===== src/rtl/dom1_romulusn_ctrl_pkg.sv =====
// Shared encodings and constants for the DOM-1 Romulus-N sequencing controller.
// The round-constant LFSR step lives here so every user applies the same update.
package dom1_romulusn_ctrl_pkg;

    localparam int D         = 2;
    localparam int KEY_WORDS = 4 * D;
    localparam int BLK_WORDS = 4;
    localparam int ROUNDS    = 40;
    localparam int RND_CYC   = 5;

    localparam logic [4:0] TBCEN_COMMIT = 5'b10000;
    localparam logic [5:0] RC_INIT      = 6'h00;

    typedef enum logic [2:0] {
        OP_LDKEY   = 3'd0,
        OP_LDTWK   = 3'd1,
        OP_LDST    = 3'd2,
        OP_RUN     = 3'd3,
        OP_INC     = 3'd4,
        OP_OUT     = 3'd5,
        OP_CLRST   = 3'd6,
        OP_ILLEGAL = 3'd7
    } op_t;

    typedef enum logic [3:0] {
        ST_IDLE  = 4'd0,
        ST_LDKEY = 4'd1,
        ST_LDTWK = 4'd2,
        ST_LDST  = 4'd3,
        ST_RUN   = 4'd4,
        ST_CRCT  = 4'd5,
        ST_INC   = 4'd6,
        ST_OUT   = 4'd7,
        ST_CLRST = 4'd8
    } state_t;

    // Skinny 6-bit round-constant LFSR step.
    function automatic logic [5:0] rc_next(input logic [5:0] rc);
        return {rc[4:0], rc[5] ^ rc[4] ^ 1'b1};
    endfunction

endpackage


===== src/rtl/dom1_romulusn_ctrl_rnd_seq.sv =====
// Round/stage sequencer for one 40-round DOM Skinny invocation.
// rc holds the constant of the round in progress and is cleared when the run ends.
module dom1_rnd_seq
    import dom1_romulusn_ctrl_pkg::*;
(
    input  logic       clk,
    input  logic       rst,
    input  logic       run_start,
    output logic [4:0] tbcen,
    output logic [5:0] rnd_cnst,
    output logic       commit,
    output logic       last_commit
);

    localparam logic [2:0] S_LAST = 3'(RND_CYC - 1);
    localparam logic [5:0] R_LAST = 6'(ROUNDS - 1);

    logic       running;
    logic [5:0] rnd;
    logic [2:0] stage;
    logic [5:0] rc;

    // Counter and LFSR state; a run always starts from round 0, stage 0.
    always_ff @(posedge clk or posedge rst) begin
        if (rst) begin
            running <= 1'b0;
            rnd     <= 6'd0;
            stage   <= 3'd0;
            rc      <= RC_INIT;
        end else if (run_start) begin
            running <= 1'b1;
            rnd     <= 6'd0;
            stage   <= 3'd0;
            rc      <= rc_next(RC_INIT);
        end else if (running) begin
            if (stage == S_LAST) begin
                stage <= 3'd0;
                if (rnd == R_LAST) begin
                    running <= 1'b0;
                    rnd     <= 6'd0;
                    rc      <= RC_INIT;
                end else begin
                    rnd <= rnd + 6'd1;
                    rc  <= rc_next(rc);
                end
            end else begin
                stage <= stage + 3'd1;
            end
        end
    end

    // Stage decode: one-hot DOM stage enables, then the commit cycle.
    always_comb begin
        tbcen  = 5'b00000;
        commit = 1'b0;
        if (running) begin
            if (stage == S_LAST) begin
                tbcen  = TBCEN_COMMIT;
                commit = 1'b1;
            end else begin
                tbcen = 5'b00001 << stage;
            end
        end else begin
            tbcen = 5'b00000;
        end
    end

    assign last_commit = commit && (rnd == R_LAST);
    assign rnd_cnst    = rc;

endmodule


===== src/rtl/dom1_romulusn_ctrl.sv =====
// Sequencing controller for the DOM-1 protected Romulus-N datapath: loads
// key/tweak/state words, runs the TBC, rewinds key schedule and streams state out.
module dom1_romulusn_ctrl
    import dom1_romulusn_ctrl_pkg::*;
(
    input  logic       clk,
    input  logic       rst,
    input  logic       cmd_valid,
    output logic       cmd_ready,
    input  logic [2:0] cmd_op,
    input  logic [7:0] cmd_dom,
    input  logic [3:0] cmd_dec,
    input  logic       cmd_tk1,
    input  logic       sdi_valid,
    output logic       sdi_ready,
    input  logic       pdi_valid,
    output logic       pdi_ready,
    output logic       pdo_valid,
    input  logic       pdo_ready,
    output logic       swr,
    output logic       srst,
    output logic       kwr,
    output logic       ken,
    output logic       kcrct,
    output logic       twr,
    output logic       ten,
    output logic       tcrct,
    output logic       crst,
    output logic       cen,
    output logic       ccrct,
    output logic       correct_cnt,
    output logic       tk1s,
    output logic [5:0] rnd_cnst,
    output logic [4:0] tbcen,
    output logic [7:0] domain,
    output logic [3:0] decrypt,
    output logic       busy
);

    localparam logic [2:0] WC_KEY_LAST = 3'(KEY_WORDS - 1);
    localparam logic [2:0] WC_BLK_LAST = 3'(BLK_WORDS - 1);

    state_t     state;
    state_t     state_nx;
    logic [2:0] wc;
    logic [7:0] dom_lat;
    logic [3:0] dec_lat;
    logic       tk1_lat;
    logic       crst_pend;

    logic       cmd_acc;
    logic       op_legal;
    logic       sdi_hs;
    logic       pdi_hs;
    logic       pdo_hs;
    logic       wc_last;
    logic       run_start;
    logic [4:0] seq_tbcen;
    logic       seq_commit;
    logic       seq_last_commit;

    // Handshakes decode straight from state so the ready outputs never loop back.
    assign cmd_acc   = cmd_valid && (state == ST_IDLE);
    assign op_legal  = (cmd_op != OP_ILLEGAL);
    assign sdi_hs    = sdi_valid && (state == ST_LDKEY);
    assign pdi_hs    = pdi_valid && ((state == ST_LDTWK) || (state == ST_LDST));
    assign pdo_hs    = pdo_ready && (state == ST_OUT);
    assign wc_last   = (state == ST_LDKEY) ? (wc == WC_KEY_LAST) : (wc == WC_BLK_LAST);
    assign run_start = cmd_acc && (cmd_op == OP_RUN);

    dom1_rnd_seq u_rnd_seq (
        .clk         (clk),
        .rst         (rst),
        .run_start   (run_start),
        .tbcen       (seq_tbcen),
        .rnd_cnst    (rnd_cnst),
        .commit      (seq_commit),
        .last_commit (seq_last_commit)
    );

    // FSM state register.
    always_ff @(posedge clk or posedge rst) begin
        if (rst) begin
            state <= ST_IDLE;
        end else begin
            state <= state_nx;
        end
    end

    // Next-state logic; an illegal op is consumed without leaving IDLE.
    always_comb begin
        state_nx = state;
        case (state)
            ST_IDLE: begin
                if (cmd_acc) begin
                    case (op_t'(cmd_op))
                        OP_LDKEY: state_nx = ST_LDKEY;
                        OP_LDTWK: state_nx = ST_LDTWK;
                        OP_LDST:  state_nx = ST_LDST;
                        OP_RUN:   state_nx = ST_RUN;
                        OP_INC:   state_nx = ST_INC;
                        OP_OUT:   state_nx = ST_OUT;
                        OP_CLRST: state_nx = ST_CLRST;
                        default:  state_nx = ST_IDLE;
                    endcase
                end else begin
                    state_nx = ST_IDLE;
                end
            end
            ST_LDKEY: state_nx = (sdi_hs && wc_last) ? ST_IDLE : ST_LDKEY;
            ST_LDTWK: state_nx = (pdi_hs && wc_last) ? ST_IDLE : ST_LDTWK;
            ST_LDST:  state_nx = (pdi_hs && wc_last) ? ST_IDLE : ST_LDST;
            ST_RUN:   state_nx = seq_last_commit ? ST_CRCT : ST_RUN;
            ST_OUT:   state_nx = (pdo_hs && wc_last) ? ST_IDLE : ST_OUT;
            ST_CRCT:  state_nx = ST_IDLE;
            ST_INC:   state_nx = ST_IDLE;
            ST_CLRST: state_nx = ST_IDLE;
            default:  state_nx = ST_IDLE;
        endcase
    end

    // Word counter and command field latches.
    always_ff @(posedge clk or posedge rst) begin
        if (rst) begin
            wc      <= 3'd0;
            dom_lat <= 8'h00;
            dec_lat <= 4'h0;
            tk1_lat <= 1'b0;
        end else begin
            if (sdi_hs || pdi_hs || pdo_hs) begin
                wc <= wc_last ? 3'd0 : (wc + 3'd1);
            end
            if (cmd_acc && op_legal) begin
                dom_lat <= cmd_dom;
                dec_lat <= cmd_dec;
                tk1_lat <= cmd_tk1;
            end
        end
    end

    // Counter-reset pulse: one cycle right after reset is released.
    always_ff @(posedge clk or posedge rst) begin
        if (rst) begin
            crst_pend <= 1'b1;
        end else begin
            crst_pend <= 1'b0;
        end
    end

    // Output decode; every strobe defaults low.
    always_comb begin
        cmd_ready   = 1'b0;
        sdi_ready   = 1'b0;
        pdi_ready   = 1'b0;
        pdo_valid   = 1'b0;
        swr         = 1'b0;
        srst        = 1'b0;
        kwr         = 1'b0;
        ken         = 1'b0;
        kcrct       = 1'b0;
        twr         = 1'b0;
        ten         = 1'b0;
        tcrct       = 1'b0;
        cen         = 1'b0;
        ccrct       = 1'b0;
        correct_cnt = 1'b0;
        tk1s        = 1'b0;
        tbcen       = 5'b00000;
        decrypt     = 4'h0;
        busy        = (state != ST_IDLE);
        crst        = crst_pend && !rst;
        case (state)
            ST_IDLE: cmd_ready = 1'b1;
            ST_LDKEY: begin
                sdi_ready = 1'b1;
                kwr       = sdi_hs;
                ken       = sdi_hs;
            end
            ST_LDTWK: begin
                pdi_ready = 1'b1;
                twr       = pdi_hs;
                ten       = pdi_hs;
            end
            ST_LDST: begin
                pdi_ready = 1'b1;
                swr       = pdi_hs;
                tbcen     = pdi_hs ? TBCEN_COMMIT : 5'b00000;
            end
            ST_CLRST: begin
                srst  = 1'b1;
                tbcen = TBCEN_COMMIT;
            end
            ST_RUN: begin
                tbcen = seq_tbcen;
                tk1s  = tk1_lat;
                ken   = seq_commit;
                ten   = seq_commit;
                cen   = seq_commit;
            end
            ST_CRCT: begin
                kcrct = 1'b1;
                tcrct = 1'b1;
                ccrct = 1'b1;
                ken   = 1'b1;
                ten   = 1'b1;
                cen   = 1'b1;
            end
            ST_INC: begin
                ccrct       = 1'b1;
                cen         = 1'b1;
                correct_cnt = 1'b1;
            end
            ST_OUT: begin
                pdo_valid = 1'b1;
                decrypt   = dec_lat;
                tbcen     = pdo_hs ? TBCEN_COMMIT : 5'b00000;
            end
            default: busy = 1'b1;
        endcase
    end

    assign domain = dom_lat;

endmodule


===== config.mk =====
export PLATFORM = sky130hd
export DESIGN_NAME = dom1_romulusn_ctrl
export DESIGN_NICKNAME = d
export VERILOG_FILES = /design/src/rtl/dom1_romulusn_ctrl_pkg.sv /design/src/rtl/dom1_romulusn_ctrl_rnd_seq.sv /design/src/rtl/dom1_romulusn_ctrl.sv
export SDC_FILE = /design/constraint.sdc
export NUM_CORES = 1
export LEC_CHECK = 0
export CAP_MARGIN = 20
export CORE_MARGIN = 2
export CORE_UTILIZATION = 25
export DETAILED_ROUTE_END_ITERATION = 8
export GPL_ROUTABILITY_DRIVEN = 0
export PLACE_DENSITY = 0.56
export SYNTH_ARGS = -nofsm -noshare
export SYNTH_HDL_FRONTEND = slang
export SYNTH_HIERARCHICAL = 1
export SYNTH_SLANG_ARGS = --single-unit

===== constraint.sdc =====
create_clock -name clk -period 2.5 [get_ports clk]
set_input_delay 0.5 -clock clk [delete_from_list [all_inputs] [get_ports clk]]
set_output_delay 0.5 -clock clk [all_outputs]
set_load 0.01 [all_outputs]

# --- After elaboration in Yosys (flattened, before gate mapping) ---
# Cells that the tools add are included.
word_totals:
  reg_bits: 37
  latchBits: 0
  mem_bits_rw: 0
  rom_bits: 0
  out_inout_bits: 41
  word_cells: 108
  mem_count: 0
classes:
  n_addsub: 3
  mul: 0
  div_mod_pow: 0
  order_cmp: 0
  eq_ne: 19
  shift: 1
  n_mux: 49
  bitwise_logic: 2
  n_reduce_logical: 24
op_table:
  columns: ["cell", "n"]
  rows:
  - ["$mux 6", 8]
  - ["$pmux 4 s7", 1]
  - ["$pmux 4 s6", 1]
  - ["$mux 1", 22]
  - ["$mux 5", 4]
  - ["$pmux 5 s4", 1]
  - ["$eq 4x3->1 const B", 4]
  - ["$eq 3x3->1 const B", 5]
  - ["$mux 3", 5]
  - ["$logic_and 1x1->1", 11]
  - ["$eq 3x2->1 const B", 3]
  - ["$reduce_or 9->1", 1]
  - ["$eq 4x2->1 const B", 2]
  - ["$mux 4", 2]
  - ["$add 3x1->3 const B", 2]
  - ["$add 6x1->6 const B", 1]
  - ["$eq 6x6->1 const B", 1]
  - ["$pmux 1 s3", 2]
  - ["$shl 1x3->5 const A", 1]
  - ["$eq 4x1->1 const B", 1]
  - ["$eq 4x4->1 const B", 1]
  - ["$logic_not 4->1", 1]
  - ["$mux 2", 2]
  - ["$reduce_bool 2->1", 2]
  - ["11 further kinds", 14]

# --- Logic depth before layout (Yosys ltp) ---
logic_depth:
  word_depth: 6
  ltp_mapped: 8

# --- Modules after synthesis ---
# The synthesis kept the hierarchy.
modules_own_cells:
  columns: ["module", "instances", "cells_per_inst", "area_each_um2", "seq_area_each_um2"]
  rows:
  - ["dom1_romulusn_ctrl", 1, 114, 1258.7, 526.8]
  - ["dom1_rnd_seq", 1, 94, 853.3, 400.4]

# --- Least setup slack after synthesis ---
# No wires, ideal clock.
synth_timing:
  kind: "register to register"
  from: "register state[2]"
  to: "register u_rnd_seq.rnd[2]"
  t_arrival_ps: 1855
  required_time_ps: 2368
  slack_ps: 514
  stages_incl_launch_ff: 7
  path_buffers: 2
  synth_period_minus_slack_ps: 1986
  path_cell_list: "dfrtp_1 buf_6 nor4_4 nand2_2 nor3_1 clkbuf_1 nor2_1"
synth_between:
  elab_chain_len: 5
  word_cells_on_any_way: 7
  classes_between: "mux: 1; reduce/logical: 6"
synth_rtl:
  columns: ["element", "line_no", "source"]
  rows:
  - ["start, declared", "dom1_romulusn_ctrl.sv:43", "state_t state;"]
  - ["start signal, assigned", "dom1_romulusn_ctrl.sv:86", "state <= state_nx;"]
  - ["$logic_not 4->1 (*)", "dom1_romulusn_ctrl.sv:63", "assign cmd_acc = cmd_valid && (state == ST_IDLE);"]
  - ["$logic_and 1x1->1 (*)", "dom1_romulusn_ctrl.sv:63", null]
  - ["$logic_and 1x1->1 (*)", "dom1_romulusn_ctrl.sv:69", "assign run_start = cmd_acc && (cmd_op == OP_RUN);"]
  - ["net run_start", "dom1_romulusn_ctrl.sv:57", "logic run_start;"]
  - ["$reduce_bool 2->1 (no source line)", null, null]
  - ["$reduce_and 2->1 (no source line)", null, null]
  - ["end signal, assigned", "dom1_romulusn_ctrl_rnd_seq.sv:43", "rnd <= rnd + 6'd1;"]
  - ["end, declared", "dom1_romulusn_ctrl_rnd_seq.sv:19", "logic [5:0] rnd;"]
# Mark *: on every way through the listed nets, which the timed path passes. The rest lies on a longest branch.
# A chain may end at the register's enable or synchronous reset.

# --- Final worst setup path ---
layout_timing:
  from: "register state[3]"
  to: "output port ccrct"
layout_between:
  elab_chain_len: 3
  word_cells_on_any_way: 4
  classes_between: "eq/ne: 2; mux: 1; reduce/logical: 1"
layout_rtl:
  columns: ["element", "line_no", "source"]
  rows:
  - ["$eq 4x3->1", "dom1_romulusn_ctrl.sv:172", "case (state)"]
  - ["$reduce_or 2->1 (no source line) (*)", null, null]
  - ["$mux 1 (*)", "dom1_romulusn_ctrl.sv:172", null]
  - ["end, declared", "dom1_romulusn_ctrl.sv:30", "output logic ccrct,"]
# Mark *: on every way between the ends. The rest lies on a longest branch, timed or not.

==> results.yml <==
floorplan:
  initial_core_util_pct: 25.7
  core_area_sq_um: 8220
  io_pins: 63
  die_w_microns: 95.9
  die_h_microns: 95.9
  die_area_sq_um: 9200
  num_rows: 33
yosys:
  synth_warnings: 6
  synthArstFlopShare_pct: 100
  synth_edf_count: 0
  synth_area_sq_um: 2110
  synth_nets: 237
  synth_seq_area_share_pct: 43.9
  synth_area_leaders: "dfrtp_1, mux2_4, ha_1"
  synth_top_area_share_pct: 42.7
  synth_common_cells: "dfrtp_1, nand2_1, nor2_1"
  synth-main-ff-cell: "dfrtp_1"
  synth.largest_area_cell: "dfrtp_1"
  synthDistinctLibCells: 47
  synth_most_common_cell: "dfrtp_1"
  avgSynthCellArea_sq_um: 10.2
  ys_ff_latch: 37
  syn_inst: 208
setup_path:
  r2r_end: "dec_lat[0]"
  critPathLaunchType: "register"
  startpoint: "state[3]"
  endpoint: "ccrct"
  reg2reg_slack_ns: 0.49
  cp.required_ns: 2.00
  end_kind: "output port"
  critPathMaxFanout: 4
  reg2reg_depth: 6
  reg2reg_from: "state[1]"
  crit_type: "register to output port"
  cp_data_arrival_time_ns: 1.91
clock_network:
  cts_tree: "done"
  clk_pin_slew_ns: 0.08
  holdBufCountCts: 0
  cts_htree_levels: 2
  cts.sinks: 37
  worstSkewPairLatency_ns: 0.30
  numCtsBuffers: 5
  clock_path_buffers: 2
  cts-root-buf: "clkbuf_8"
sta:
  finalSetupViolCount: 0
  post-route-period-util_pct: 96.5
  worst_slew_pin_slew_ns: 0.607
  fin_ws_ns: 0.0879
  tns_ns: 0
  holdWs_ns: 0.486
  hold_viol: 0
  period_needed_ns: 2.41
  fmax_mhz: 415
  finClkSkew_ns: 0.00905
  drv_slew: 0
  slew_headroom_pct: 59.5
power:
  finalPower_mw: 3.40
  power_density_nw_per_um2: 1100
  p_leak_nw: 1.45
  ir_worst_vdd_uv: 634
route:
  viasPerCell: 4.49
  avgRoutedWirePerCell_microns: 12.2
  first_pass_iters: 4
  ant_nets: 0
  drtIter0Drc: 76
  route.detailed.drc: 0
  wirelength_microns: 4740
  dr_total_vias: 1743
placed_design:
  port_buffers: 62
  placed_area_sq_um: 2880
  dp_slack_ns: 0.102
  dp_hpwl_microns: 3510
  dp.cells: 376
global_routing:
  grt_pass1_vias: 1712
  overflow: 0
  antenna_found_initial: 0
  grt.total_usage_pct: 11.0
  grt_max_degree: 21
  grt_pass1_wl_microns: 7980
layout:
  syn2layout_area_growth_pct: 45.7
  final_nets: 311
  fin_cells: 388
  fin_area_sq_um: 3080
  drive_above_1_share_pct: 19.8
  multiInputGateArea_sq_um: 1100
  nFillCells: 836
  seqCellArea_sq_um: 931
  final_core_util_pct: 37.5
  diodes: 0
run:
  max_cap_viol_count: 0
status:
  status: "completed"
worst_hold_path:
  hold_class: "register to register"
## cell type report
cell class                      instances  share of cell area [%]
Tap cell                              105                    4.27
Timing Repair Buffer                   79                    24.7
Clock inverter                          2                    1.22
Sequential cell                        37                    30.2
Multi-Input combinational cell        151                    35.9
Clock buffer                            6                    2.68
Inverter                                8                    1.02
## how the worst min path moves through the flow
stage                                   to  slack (ns)  startpoint  cells past startpoint
after detailed placement        dec_lat[1]        0.48  dec_lat[1]                      1
after CTS                       dec_lat[0]        0.49  dec_lat[0]                      1
after global routing            dec_lat[1]        0.51  dec_lat[1]                      1
final                           dec_lat[1]        0.49  dec_lat[1]                      1
after global placement          dec_lat[1]        0.47  dec_lat[1]                      1
after floorplan           u_rnd_seq/rnd[0]        0.41         rst                      1
## critical path: stages, from the launching register on
cell	delay (ns)
dfrtp_1	0.39
nand2b_2	0.23
nor3b_1	0.31
or2_2	0.17
clkdlybuf4s50_1	0.52
## where the power goes
part	internal (mW)	total (mW)	switching, mW
registers	0.874	1.14	0.270
clock network	0.324	0.549	0.225
logic	0.999	1.71	0.708
total	2.20	3.40	1.20
## cell families (layout without fill, tap and decap cells)
kind of cell,Yosys count,after routing,share of synthesized area [%]
simple gates,90,90,24.0
flops,37,37,43.9
compound gates,30,30,9.24
buf+inv,20,95,5.15
mux,19,19,11.7
fa+ha+maj,7,7,4.15
xor+xnor,4,4,1.66
other cells,1,1,0.178
## registers in the layout, indices dropped and copies added (netlist names)
name / flops
u_rnd_seq/rnd: 6
u_rnd_seq/rnd_cnst: 6
domain: 8
wc: 3
crst_pend: 1
u_rnd_seq/stage: 3
state: 4
dec_lat: 4
u_rnd_seq/running: 1
tk1_lat: 1
## per-layer routing
| metal | part of all wire [%] | track usage, % | routed length, microns |
|---|---|---|---|
| met1 | 48 | 14.8 | 2270 |
| met4 | 0.97 | 3.21 | 46 |
| met2 | 44 | 16.6 | 2090 |
| met5 | 0 | 0 | 0 |
| met3 | 7.1 | 3.92 | 338 |
## layout by cell type, fill, tap and decap left out, drive strengths merged, types with 2 or more instances in the layout
cell type	n
a211oi	3
a21oi	16
a31oi	2
and2	12
buf	17
clkbuf	6
clkdlybuf4s50	53
dfrtp	36
dlygate4sd2	3
dlymetal6s2s	6
ha	7
inv	7
mux2	16
mux2i	3
nand2	21
nand2b	4
nand3	12
nand3b	2
nand4	2
nor2	17
nor2b	3
nor3	4
nor3b	4
nor4	2
nor4b	2
o211ai	2
o21ai	2
xor2	3
## what timing repair did
item                       in CTS  in global routing
setup buffers                   0                  4
gates resized for setup        10                 11
setup endpoints to repair      13                 11
pin swaps                       0                  2
No activity file was read; power rests on OpenSTA's default activity.
